===== src/rtl/debug_pkg.sv =====
// Shared command/ack byte codes and FSM state encoding for the UART debug unit.
package debug_pkg;

  typedef enum logic [2:0] {
    StIdle,
    StLoadCnt,
    StLoadByte,
    StWrite,
    StSend
  } state_e;

  localparam logic [7:0] CmdLoad = 8'h4C;
  localparam logic [7:0] CmdRun  = 8'h52;
  localparam logic [7:0] CmdStep = 8'h53;
  localparam logic [7:0] CmdHalt = 8'h48;

  localparam logic [7:0] AckOk      = 8'h4B;
  localparam logic [7:0] AckErr     = 8'h45;
  localparam logic [7:0] AckTimeout = 8'h54;

  localparam logic [1:0] WsizeWord = 2'b10;

endpackage


===== src/rtl/uart_debug_if.sv =====
// UART FIFO and instruction-memory write bundle; master is the debug unit side.
interface uart_debug_if #(
  parameter int unsigned NB_UART_DATA    = 8,
  parameter int unsigned NB_INSTRUCTION  = 32,
  parameter int unsigned IMEM_ADDR_WIDTH = 8
) ();

  logic [NB_UART_DATA-1:0]    i_rdata;
  logic                       i_rx_empty;
  logic                       o_ren;
  logic [NB_UART_DATA-1:0]    o_wdata;
  logic                       o_wen;
  logic                       i_tx_full;
  logic [NB_INSTRUCTION-1:0]  o_imem_data;
  logic [IMEM_ADDR_WIDTH-1:0] o_imem_waddr;
  logic                       o_imem_wen;
  logic [1:0]                 o_imem_wsize;

  modport master (
    input  i_rdata, i_rx_empty, i_tx_full,
    output o_ren, o_wdata, o_wen, o_imem_data, o_imem_waddr, o_imem_wen, o_imem_wsize
  );

  modport slave (
    output i_rdata, i_rx_empty, i_tx_full,
    input  o_ren, o_wdata, o_wen, o_imem_data, o_imem_waddr, o_imem_wen, o_imem_wsize
  );

endinterface


===== src/rtl/word_assembler.sv =====
// Little-endian byte-to-word shift register with byte index and remaining-word counter.
module word_assembler import debug_pkg::*; #(
  parameter int unsigned NB_UART_DATA   = 8,
  parameter int unsigned NB_INSTRUCTION = 32,
  parameter int unsigned NB_COUNT       = 8
) (
  input  logic                      clk_i,
  input  logic                      rst_ni,
  input  logic                      flush_i,
  input  logic                      cnt_load_i,
  input  logic [NB_COUNT-1:0]       cnt_val_i,
  input  logic                      byte_en_i,
  input  logic [NB_UART_DATA-1:0]   byte_data_i,
  input  logic                      word_taken_i,
  output logic [NB_INSTRUCTION-1:0] word_o,
  output logic                      byte_done_o,
  output logic                      last_word_o
);

  localparam int unsigned NBytes = NB_INSTRUCTION / NB_UART_DATA;
  localparam int unsigned IdxW   = (NBytes > 1) ? $clog2(NBytes) : 1;

  logic [NB_INSTRUCTION-1:0] word_q;
  logic [IdxW-1:0]           idx_q;
  logic [NB_COUNT-1:0]       cnt_q;

  assign byte_done_o = byte_en_i && (idx_q == IdxW'(NBytes - 1));
  assign last_word_o = (cnt_q == NB_COUNT'(1));
  assign word_o      = word_q;

  always_ff @(posedge clk_i or negedge rst_ni) begin
    if (!rst_ni) begin
      word_q <= '0;
      idx_q  <= '0;
      cnt_q  <= '0;
    end else begin
      if (flush_i) begin
        idx_q <= '0;
      end else if (byte_en_i) begin
        // New bytes enter at the top so the first byte ends up in the low lane.
        word_q <= {byte_data_i, word_q[NB_INSTRUCTION-1:NB_UART_DATA]};
        idx_q  <= byte_done_o ? '0 : idx_q + 1'b1;
      end
      if (cnt_load_i) begin
        cnt_q <= cnt_val_i;
      end else if (word_taken_i) begin
        cnt_q <= cnt_q - 1'b1;
      end
    end
  end

endmodule


===== src/rtl/uart_debug_unit.sv =====
// UART-driven debug controller: loads instruction memory and runs/steps/halts the CPU.
module uart_debug_unit import debug_pkg::*; #(
  parameter int unsigned NB_UART_DATA    = 8,
  parameter int unsigned NB_INSTRUCTION  = 32,
  parameter int unsigned IMEM_ADDR_WIDTH = 8,
  parameter int unsigned NB_TIMEOUT      = 20,
  parameter int unsigned TIMEOUT_CYCLES  = 1000000
) (
  input  logic       clk,
  input  logic       i_rst,
  uart_debug_if.master bus,
  output logic       o_cpu_en,
  output logic       o_running
);

  state_e                     state_q;
  logic [NB_UART_DATA-1:0]    wdata_q;
  logic                       wen_q;
  logic [NB_INSTRUCTION-1:0]  imem_data_q;
  logic [IMEM_ADDR_WIDTH-1:0] imem_waddr_q;
  logic [IMEM_ADDR_WIDTH-1:0] addr_q;
  logic                       imem_wen_q;
  logic                       running_q;
  logic                       cpu_en_q;
  logic [NB_TIMEOUT-1:0]      to_q;

  logic                       rx_state;
  logic                       load_state;
  logic                       pop;
  logic                       timeout;
  logic                       cnt_load;
  logic                       byte_en;
  logic                       flush;
  logic [NB_INSTRUCTION-1:0]  word;
  logic                       byte_done;
  logic                       last_word;

  assign rx_state   = (state_q == StIdle) || (state_q == StLoadCnt) || (state_q == StLoadByte);
  assign load_state = (state_q == StLoadCnt) || (state_q == StLoadByte);
  // The RX FIFO is first-word-fall-through: data is consumed on the popping edge.
  assign pop        = rx_state && !bus.i_rx_empty;
  assign timeout    = load_state && !pop && (to_q == NB_TIMEOUT'(TIMEOUT_CYCLES - 1));
  assign cnt_load   = (state_q == StLoadCnt) && pop && (bus.i_rdata != '0);
  assign byte_en    = (state_q == StLoadByte) && pop;
  assign flush      = timeout || (state_q == StIdle);

  word_assembler #(
    .NB_UART_DATA  (NB_UART_DATA),
    .NB_INSTRUCTION(NB_INSTRUCTION),
    .NB_COUNT      (NB_UART_DATA)
  ) u_word_assembler (
    .clk_i       (clk),
    .rst_ni      (i_rst),
    .flush_i     (flush),
    .cnt_load_i  (cnt_load),
    .cnt_val_i   (bus.i_rdata),
    .byte_en_i   (byte_en),
    .byte_data_i (bus.i_rdata),
    .word_taken_i(state_q == StWrite),
    .word_o      (word),
    .byte_done_o (byte_done),
    .last_word_o (last_word)
  );

  always_ff @(posedge clk or negedge i_rst) begin
    if (!i_rst) begin
      state_q      <= StIdle;
      wdata_q      <= '0;
      wen_q        <= 1'b0;
      imem_data_q  <= '0;
      imem_waddr_q <= '0;
      addr_q       <= '0;
      imem_wen_q   <= 1'b0;
      running_q    <= 1'b0;
      cpu_en_q     <= 1'b0;
      to_q         <= '0;
    end else begin
      wen_q      <= 1'b0;
      imem_wen_q <= 1'b0;
      cpu_en_q   <= running_q;
      case (state_q)
        StIdle: begin
          to_q <= '0;
          if (pop) begin
            state_q <= StSend;
            case (bus.i_rdata)
              CmdLoad: begin
                if (running_q) wdata_q <= AckErr;
                else           state_q <= StLoadCnt;
              end
              CmdRun: begin
                running_q <= 1'b1;
                cpu_en_q  <= 1'b1;
                wdata_q   <= AckOk;
              end
              CmdStep: begin
                if (running_q) begin
                  wdata_q <= AckErr;
                end else begin
                  cpu_en_q <= 1'b1;
                  wdata_q  <= AckOk;
                end
              end
              CmdHalt: begin
                running_q <= 1'b0;
                cpu_en_q  <= 1'b0;
                wdata_q   <= AckOk;
              end
              default: wdata_q <= AckErr;
            endcase
          end
        end
        StLoadCnt: begin
          if (pop) begin
            to_q <= '0;
            if (bus.i_rdata == '0) begin
              wdata_q <= AckOk;
              state_q <= StSend;
            end else begin
              addr_q  <= '0;
              state_q <= StLoadByte;
            end
          end else if (timeout) begin
            to_q    <= '0;
            wdata_q <= AckTimeout;
            state_q <= StSend;
          end else begin
            to_q <= to_q + 1'b1;
          end
        end
        StLoadByte: begin
          if (pop) begin
            to_q <= '0;
            if (byte_done) state_q <= StWrite;
          end else if (timeout) begin
            to_q    <= '0;
            wdata_q <= AckTimeout;
            state_q <= StSend;
          end else begin
            to_q <= to_q + 1'b1;
          end
        end
        StWrite: begin
          to_q         <= '0;
          imem_wen_q   <= 1'b1;
          imem_data_q  <= word;
          imem_waddr_q <= addr_q;
          addr_q       <= addr_q + IMEM_ADDR_WIDTH'(4);
          if (last_word) begin
            wdata_q <= AckOk;
            state_q <= StSend;
          end else begin
            state_q <= StLoadByte;
          end
        end
        StSend: begin
          if (!bus.i_tx_full) begin
            wen_q   <= 1'b1;
            state_q <= StIdle;
          end
        end
        default: state_q <= StIdle;
      endcase
    end
  end

  assign bus.o_ren        = pop;
  assign bus.o_wdata      = wdata_q;
  assign bus.o_wen        = wen_q;
  assign bus.o_imem_data  = imem_data_q;
  assign bus.o_imem_waddr = imem_waddr_q;
  assign bus.o_imem_wen   = imem_wen_q;
  assign bus.o_imem_wsize = WsizeWord;
  assign o_cpu_en         = cpu_en_q;
  assign o_running        = running_q;

endmodule


===== src/flat_wrapper.sv =====
// flat-port wrapper written by rule: the top's interface ports become plain ports
module uart_debug_unit_flat import debug_pkg::*;
#(
  parameter int unsigned NB_UART_DATA    = 8,
  parameter int unsigned NB_INSTRUCTION  = 32,
  parameter int unsigned IMEM_ADDR_WIDTH = 8,
  parameter int unsigned NB_TIMEOUT      = 20,
  parameter int unsigned TIMEOUT_CYCLES  = 1000000
)
  (clk, i_rst, o_cpu_en, o_running, bus_i_rdata, bus_i_rx_empty, bus_i_tx_full, bus_o_ren, bus_o_wdata, bus_o_wen, bus_o_imem_data, bus_o_imem_waddr, bus_o_imem_wen, bus_o_imem_wsize);
  uart_debug_if #(.NB_UART_DATA(NB_UART_DATA), .NB_INSTRUCTION(NB_INSTRUCTION), .IMEM_ADDR_WIDTH(IMEM_ADDR_WIDTH)) bus_i ();
  input  logic clk;
  input  logic i_rst;
  output logic o_cpu_en;
  output logic o_running;
  input wire logic [$bits(bus_i.i_rdata)-1:0] bus_i_rdata;
  input wire logic [$bits(bus_i.i_rx_empty)-1:0] bus_i_rx_empty;
  input wire logic [$bits(bus_i.i_tx_full)-1:0] bus_i_tx_full;
  output wire logic [$bits(bus_i.o_ren)-1:0] bus_o_ren;
  output wire logic [$bits(bus_i.o_wdata)-1:0] bus_o_wdata;
  output wire logic [$bits(bus_i.o_wen)-1:0] bus_o_wen;
  output wire logic [$bits(bus_i.o_imem_data)-1:0] bus_o_imem_data;
  output wire logic [$bits(bus_i.o_imem_waddr)-1:0] bus_o_imem_waddr;
  output wire logic [$bits(bus_i.o_imem_wen)-1:0] bus_o_imem_wen;
  output wire logic [$bits(bus_i.o_imem_wsize)-1:0] bus_o_imem_wsize;
  assign bus_i.i_rdata = bus_i_rdata;
  assign bus_i.i_rx_empty = bus_i_rx_empty;
  assign bus_i.i_tx_full = bus_i_tx_full;
  assign bus_o_ren = bus_i.o_ren;
  assign bus_o_wdata = bus_i.o_wdata;
  assign bus_o_wen = bus_i.o_wen;
  assign bus_o_imem_data = bus_i.o_imem_data;
  assign bus_o_imem_waddr = bus_i.o_imem_waddr;
  assign bus_o_imem_wen = bus_i.o_imem_wen;
  assign bus_o_imem_wsize = bus_i.o_imem_wsize;
  uart_debug_unit #(.NB_UART_DATA(NB_UART_DATA), .NB_INSTRUCTION(NB_INSTRUCTION), .IMEM_ADDR_WIDTH(IMEM_ADDR_WIDTH), .NB_TIMEOUT(NB_TIMEOUT), .TIMEOUT_CYCLES(TIMEOUT_CYCLES)) u_core (.clk(clk), .i_rst(i_rst), .bus(bus_i), .o_cpu_en(o_cpu_en), .o_running(o_running));
endmodule

===== config.mk =====
export PLATFORM = sky130hd
export DESIGN_NAME = uart_debug_unit_flat
export DESIGN_NICKNAME = d
export VERILOG_FILES = /design/src/rtl/debug_pkg.sv /design/src/rtl/uart_debug_if.sv /design/src/rtl/word_assembler.sv /design/src/rtl/uart_debug_unit.sv /design/src/flat_wrapper.sv
export SDC_FILE = /design/constraint.sdc
export NUM_CORES = 1
export LEC_CHECK = 0
export BUFFER_PORTS_ARGS = -buffer_cell sky130_fd_sc_hd__buf_2
export CORE_ASPECT_RATIO = 1.5
export CORE_MARGIN = 4
export CORE_UTILIZATION = 41
export CTS_BUF_LIST = sky130_fd_sc_hd__clkbuf_8 sky130_fd_sc_hd__clkbuf_16
export DETAILED_ROUTE_END_ITERATION = 6
export GPL_ROUTABILITY_DRIVEN = 0
export PLACE_DENSITY = 0.69
export SETUP_SLACK_MARGIN = 0.1
export SYNTH_ARGS = -nofsm -noshare
export SYNTH_HDL_FRONTEND = slang
export SYNTH_HIERARCHICAL = 1
export SYNTH_SLANG_ARGS = --single-unit

===== constraint.sdc =====
create_clock -name clk -period 3.95 [get_ports clk]
set_input_delay 0.1975 -clock clk [delete_from_list [all_inputs] [get_ports clk]]
set_output_delay 0.1975 -clock clk [all_outputs]
set_load 0.005 [all_outputs]

Word-level counts from Yosys, hierarchy flattened. Cells that the tools add are included.

Bits of input ports: 12. Logic and storage cells: 108. Flip-flop bits (word level): 125.

Equal/unequal tests: 20. Reduce and logical (&&, ||, !) cells: 31. Multiplexer cells: 39. Add/sub/neg operators: 4. Bitwise gates (word level): 1.

Operator list (number): two-way mux 8 bit (11); two-way mux 20 bit (2); one-hot mux 20 bit (2 select lines) (1); equality test 8 x 7 -> 1 bit (second input constant) (4); one-hot mux 8 bit (4 select lines) (1); two-way mux 3 bit (10); one-hot mux 8 bit (3 select lines) (1); adder 20 x 1 -> 20 bit (second input constant) (1); equality test 20 bit (second input constant) (1); one-hot mux 8 bit (2 select lines) (1); one-hot mux 3 bit (5 select lines) (1); nonzero test 2 bit (5); AND reduction 3 bit (3); adder 8 x 3 -> 8 bit (second input constant) (1); equality test 8 x 1 -> 1 bit (second input constant) (1); zero test 8 bit (1); nonzero test 8 bit (1); OR reduction 2 bit (4); subtractor 8 x 1 -> 8 bit (second input constant) (1); logical AND 1 bit (7); equality test 3 x 2 -> 1 bit (second input constant) (2); two-way mux 2 bit (3); inequality test 2 x 1 -> 1 bit (second input constant) (3); inequality test 2 bit (second input constant) (3); 16 further kinds (26).

Logic depth before layout (Yosys ltp).
Depth in word-level cells: 10. Gate-level depth with buffers: 9. Depth with buffers taken out: 9.

By module. Netlist, hierarchy kept.

By module, submodules not included: uart_debug_unit (area each 3719.8 µm², cells each 403, instances 1); word_assembler (area each 1740.4 µm², cells each 128, instances 1).

Worst setup path before layout. Ideal clock, no wire load.

Path kind: reg2reg. Start: register u_core.state_q[1]. End: register u_core.u_word_assembler.cnt_q[5]. Stages on the path, launching flop included: 8. Buffers on the path: 2. Data arrival time: 2.494 ns. Period minus slack after synthesis: 2.576 ns. Setup slack: 1.374 ns. Setup time: 0.082 ns. Required time: 3.868 ns. Path through: dfrtp_1 > clkbuf_1 > nand3_1 > inv_2 > buf_1 > or4b_4 > or4_1 > a31oi_1.

Cells in the longest elaborated chain, start to end: 7. Elaborated cells between the ends (all ways): 11. Classes of those cells: 3 x eq/ne; 1 x mux; 7 x reduce/logical.

Ends and longest elaborated chain: start, declared (RTL line uart_debug_unit.sv:16) `state_e state_q;`; start signal, assigned (RTL line uart_debug_unit.sv:67) `state_q <= StIdle;`; start signal, assigned (RTL line uart_debug_unit.sv:85) `state_q <= StSend;`; start signal, assigned (RTL line uart_debug_unit.sv:89) `else state_q <= StLoadCnt;`; equality test 3 x 1 -> 1 bit / zero test 3 bit (equally long branches) (RTL line uart_debug_unit.sv:38, uart_debug_unit.sv:43); logical OR 1 bit (2 in series) (RTL line uart_debug_unit.sv:38) `assign rx_state = (state_q == StIdle) || (state_q == StLoadCnt) || (state_q == StLoadByte);`; logical AND 1 bit (RTL line uart_debug_unit.sv:41) `assign pop = rx_state && !bus.i_rx_empty;`; logical AND 1 bit (2 in series) (RTL line uart_debug_unit.sv:43) `assign cnt_load = (state_q == StLoadCnt) && pop && (bus.i_rdata != '0);`; two-way mux 8 bit / nonzero test 2 bit (equally long branches); end signal, assigned (RTL line word_assembler.sv:45) `cnt_q <= cnt_val_i;`; end signal, assigned (RTL line word_assembler.sv:47) `cnt_q <= cnt_q - 1'b1;`; end, declared (RTL line word_assembler.sv:25) `logic [NB_COUNT-1:0] cnt_q;`.

Several ways; a longest one is shown, not always the timed one. A chain may end at the register's enable or synchronous reset.

Worst setup path after layout.
Start: register u_core.u_word_assembler.cnt_q[3]. End: register u_core.wdata_q[1], in the netlist u_core/bus.o_wdata[1].

Cells in the longest elaborated chain, start to end: 3.

Ends and longest elaborated chain: equality test 8 x 1 -> 1 bit (RTL line word_assembler.sv:28) `assign last_word_o = (cnt_q == NB_COUNT'(1));`; net u_core.last_word (RTL line uart_debug_unit.sv:36) `logic last_word;`; inequality test 2 x 1 -> 1 bit (no line); AND reduction 6 bit (no line); end signal, assigned (RTL line uart_debug_unit.sv:88) `if (running_q) wdata_q <= AckErr;`; end signal, assigned (RTL line uart_debug_unit.sv:94) `wdata_q <= AckOk;`; end signal, assigned (RTL line uart_debug_unit.sv:98) `wdata_q <= AckErr;`; end, declared (RTL line uart_debug_unit.sv:17) `logic [NB_UART_DATA-1:0] wdata_q;`.

The timed path passes the listed nets, and every way through them passes these cells.

==> metrics.cfg <==
[logic_synthesis]
synth_top_area_share_pct = 55.45
ys_seq_area_share_pct = 55.45
synth_flop_cell = dfrtp_1
synth_warnings = 6
synth_seq_cells = 121
syn_area_sq_um = 5460
synth_cells = 531
async_flop_share_pct = 100.0
yosysTopAreaCell = dfrtp_1
synth_cell_types = 56
avgSynthCellArea_sq_um = 10.28
synthTopCellsByArea = dfrtp_1 55%, nand2_1 10%, mux2_2 6.4%, nor2_1 1.7%, a22o_1 1.4%
synth_edf_count = 0

[floorplanning]
die_x_microns = 102.2
io_pins = 67
initial_core_util_pct = 41.95
core_sq_um = 13020
num_rows = 51
die-height_microns = 149.3
die_area_sq_um = 15270

[timing]
worst_slew_pin_slew_ns = 1.050
timing.fmax_mhz = 364.6
clock_skew_ns = 0.01032
final-hold-violation-count = 0
tns_ns = 0
setup_slack_ns = 1.207
min_period_ns = 2.743
rsz0062_at_grt = no
timing.final.crit_share_pct = 69.44
slew-limit-headroom_pct = 30.03
setup_viol = 0
slew_viol_final = 0

[critical_path]
cp-start-kind = flip-flop
ff2ff_path_depth = 6
worst_ep_required_time_ns = 4.25
reg2reg_to = u_core/bus.o_wdata[1]$_DFFE_PN0P_
r2r_slack_ns = 1.21
critPathMaxFanout = 7
r2r_start = u_core/u_word_assembler/cnt_q[3]$_DFFE_PN0P_
cp-end-kind = flip-flop
worst-setup-path-type = reg -> reg
crit_arrival_ns = 3.04

[routing]
routed_wl_mm = 11.79
final_antenna_net_count = 0
wl_per_cell_microns = 15.39
drt_iter0_markers = 195
num_vias = 4047
viasPerCell = 5.283
drtPass1Iterations = 4
drc = 0

[clock_tree]
hold_buffers = 2
htreeDepth = 4
cts_root_buf = clkbuf_16
clock_latency_ns = 0.41
ctsResizeCount = 0
postCtsSetupRepairBufs = 0
clk_pin_slew_worst_paths_ns = 0.05
cts_buffers = 17
clock_sinks = 121
clock_path_buffers = 2
cts_tree = done

[pwr]
p_total_mw = 3.058
power.density_nw_per_um2 = 469.4
p_leak_nw = 3.293
vdd_ir_drop_max_mv = 0.2945

[placed_design]
dp_slack_ns = 1.211
hpwlAfterDp_mm = 8.156
dp_cells = 734
dpl_cell_area_sq_um = 5896
port_buffers = 62

[global_route]
grt_start_max_net_pins = 71
track_usage_pct = 16.62
grt_pass1_vias = 4048
overflow = 0
grt_pass1_wl_mm = 19.67
antenna_found_initial = 0

[min_path]
hp-class = in -> reg
hold_depth = 3
hold_end = u_core/u_word_assembler/cnt_q[3]$_DFFE_PN0P_
hold_start = bus_i_rdata[3]

[run_status]
outcome = finished, final reports clean

[layout]
fill_cells = 1192
final_cells = 766
layout-drive-gt1-share_pct = 23.72
final_common_cell = nand2_1
design_area_sq_um = 6514
antenna_cells = 0
final_cell_mix = 152 x nand2_1, 121 x dfrtp_1, 61 x buf_2, 31 x mux2_2, 25 x nor2_1
nets = 613
syn_to_final_growth_pct = 19.29

[job]
cap_viol_max_count = 0

==> registers in the layout, summed over array words and instances, names as in the netlist <==
| name | cells |
|---|---|
| u_core/o_cpu_en | 1 |
| u_core/bus.o_imem_wen | 1 |
| u_core/bus.o_imem_waddr | 6 |
| u_core/bus.o_wdata | 8 |
| u_core/state_q | 3 |
| u_core/addr_q | 6 |
| u_core/bus.o_imem_data | 32 |
| u_core/u_word_assembler/word_o | 32 |
| u_core/u_word_assembler/cnt_q | 8 |
| u_core/to_q | 20 |
| u_core/o_running | 1 |
| u_core/u_word_assembler/idx_q | 2 |
| u_core/bus.o_wen | 1 |
==> cells in the mapped netlist, types with 7 or more instances <==
master,instances
nand2_1,152
dfrtp_1,121
mux2_2,31
nor2_1,25
nand3_1,14
o21ai_0,13
a31oi_1,12
clkbuf_1,10
a22o_1,9
and3_1,9
nand4_1,9
a21oi_1,8
nor3_1,8
a21o_1,7
buf_2,7
xnor2_1,7
==> worst max-delay path, stage by stage, from the launching register on <==
cell	delay (ns)
dfrtp_1	0.43
or4_1	0.60
nor4b_1	0.47
o221ai_1	0.21
or4b_4	0.55
a21o_1	0.20
a21o_1	0.18
==> layout make-up <==
| cell class | instances | area, sq um | area share, % |
|---|---|---|---|
| Sequential cell | 121 | 3028 | 46.48 |
| Multi-Input combinational cell | 377 | 2273 | 34.90 |
| Clock buffer | 23 | 508.0 | 7.799 |
| Timing Repair Buffer | 71 | 385.4 | 5.916 |
| Tap cell | 159 | 198.9 | 3.054 |
| Clock inverter | 7 | 90.09 | 1.383 |
| Inverter | 8 | 30.03 | 0.4610 |
==> worst max-delay path by stage <==
stage                                                            start                                       endpoint  slack (ns)
after global routing      u_core/u_word_assembler/cnt_q[3]$_DFFE_PN0P_              u_core/bus.o_wdata[3]$_DFFE_PN0P_        1.01
after detailed placement                    u_core/to_q[7]$_DFFE_PN0P_  u_core/u_word_assembler/word_o[9]$_DFFE_PN0P_        1.21
after CTS                                   u_core/to_q[7]$_DFFE_PN0P_  u_core/u_word_assembler/word_o[4]$_DFFE_PN0P_        1.19
after global placement    u_core/u_word_assembler/cnt_q[3]$_DFFE_PN0P_              u_core/bus.o_wdata[1]$_DFFE_PN0P_        1.26
after floorplan                          u_core/state_q[1]$_DFFE_PN0P_   u_core/u_word_assembler/cnt_q[5]$_DFFE_PN0P_        1.37
final                     u_core/u_word_assembler/cnt_q[3]$_DFFE_PN0P_              u_core/bus.o_wdata[1]$_DFFE_PN0P_        1.21
==> power breakdown <==
part | switching (mW) | internal, mW | leakage [nW] | total (mW)
Sequential | 0.0425 | 1.27 | 1.60 | 1.32
Combinational | 0.129 | 0.0807 | 1.40 | 0.210
Clock | 0.513 | 1.02 | 0.293 | 1.53
Total | 0.685 | 2.37 | 3.29 | 3.06
==> metrics by stage <==
| stage | util, % | hold WS [ns] |
|---|---|---|
| floorplan | - | -0.09809 |
| global placement | 45.29 | 0.3457 |
| detailed placement | 45.29 | 0.3645 |
| CTS | 50.04 | 0.07404 |
| global route | 50.04 | 0.1042 |
| finish | 50.04 | 0.09011 |
==> cell families after synthesis <==
kind of cell	synth area share (%)
multiplexers	7.356
AO/OA/AOI/OAI	8.295
buffers and inverters	3.047
XOR/XNOR	2.085
AND/OR/NAND/NOR	22.48
other	0.1375
flip-flops	55.45
adder cells (fa/ha/maj)	1.146
==> per-layer routing <==
layer  GRT usage, %  part of all wire (%)  vias up
li1               -                     -     1957
met1          19.56                    41     1978
met2          28.55                    53       94
met3          4.118                   4.1       18
met4          6.894                   1.9        0
met5              0                     0        -
(Power assumes the default switching activity.)
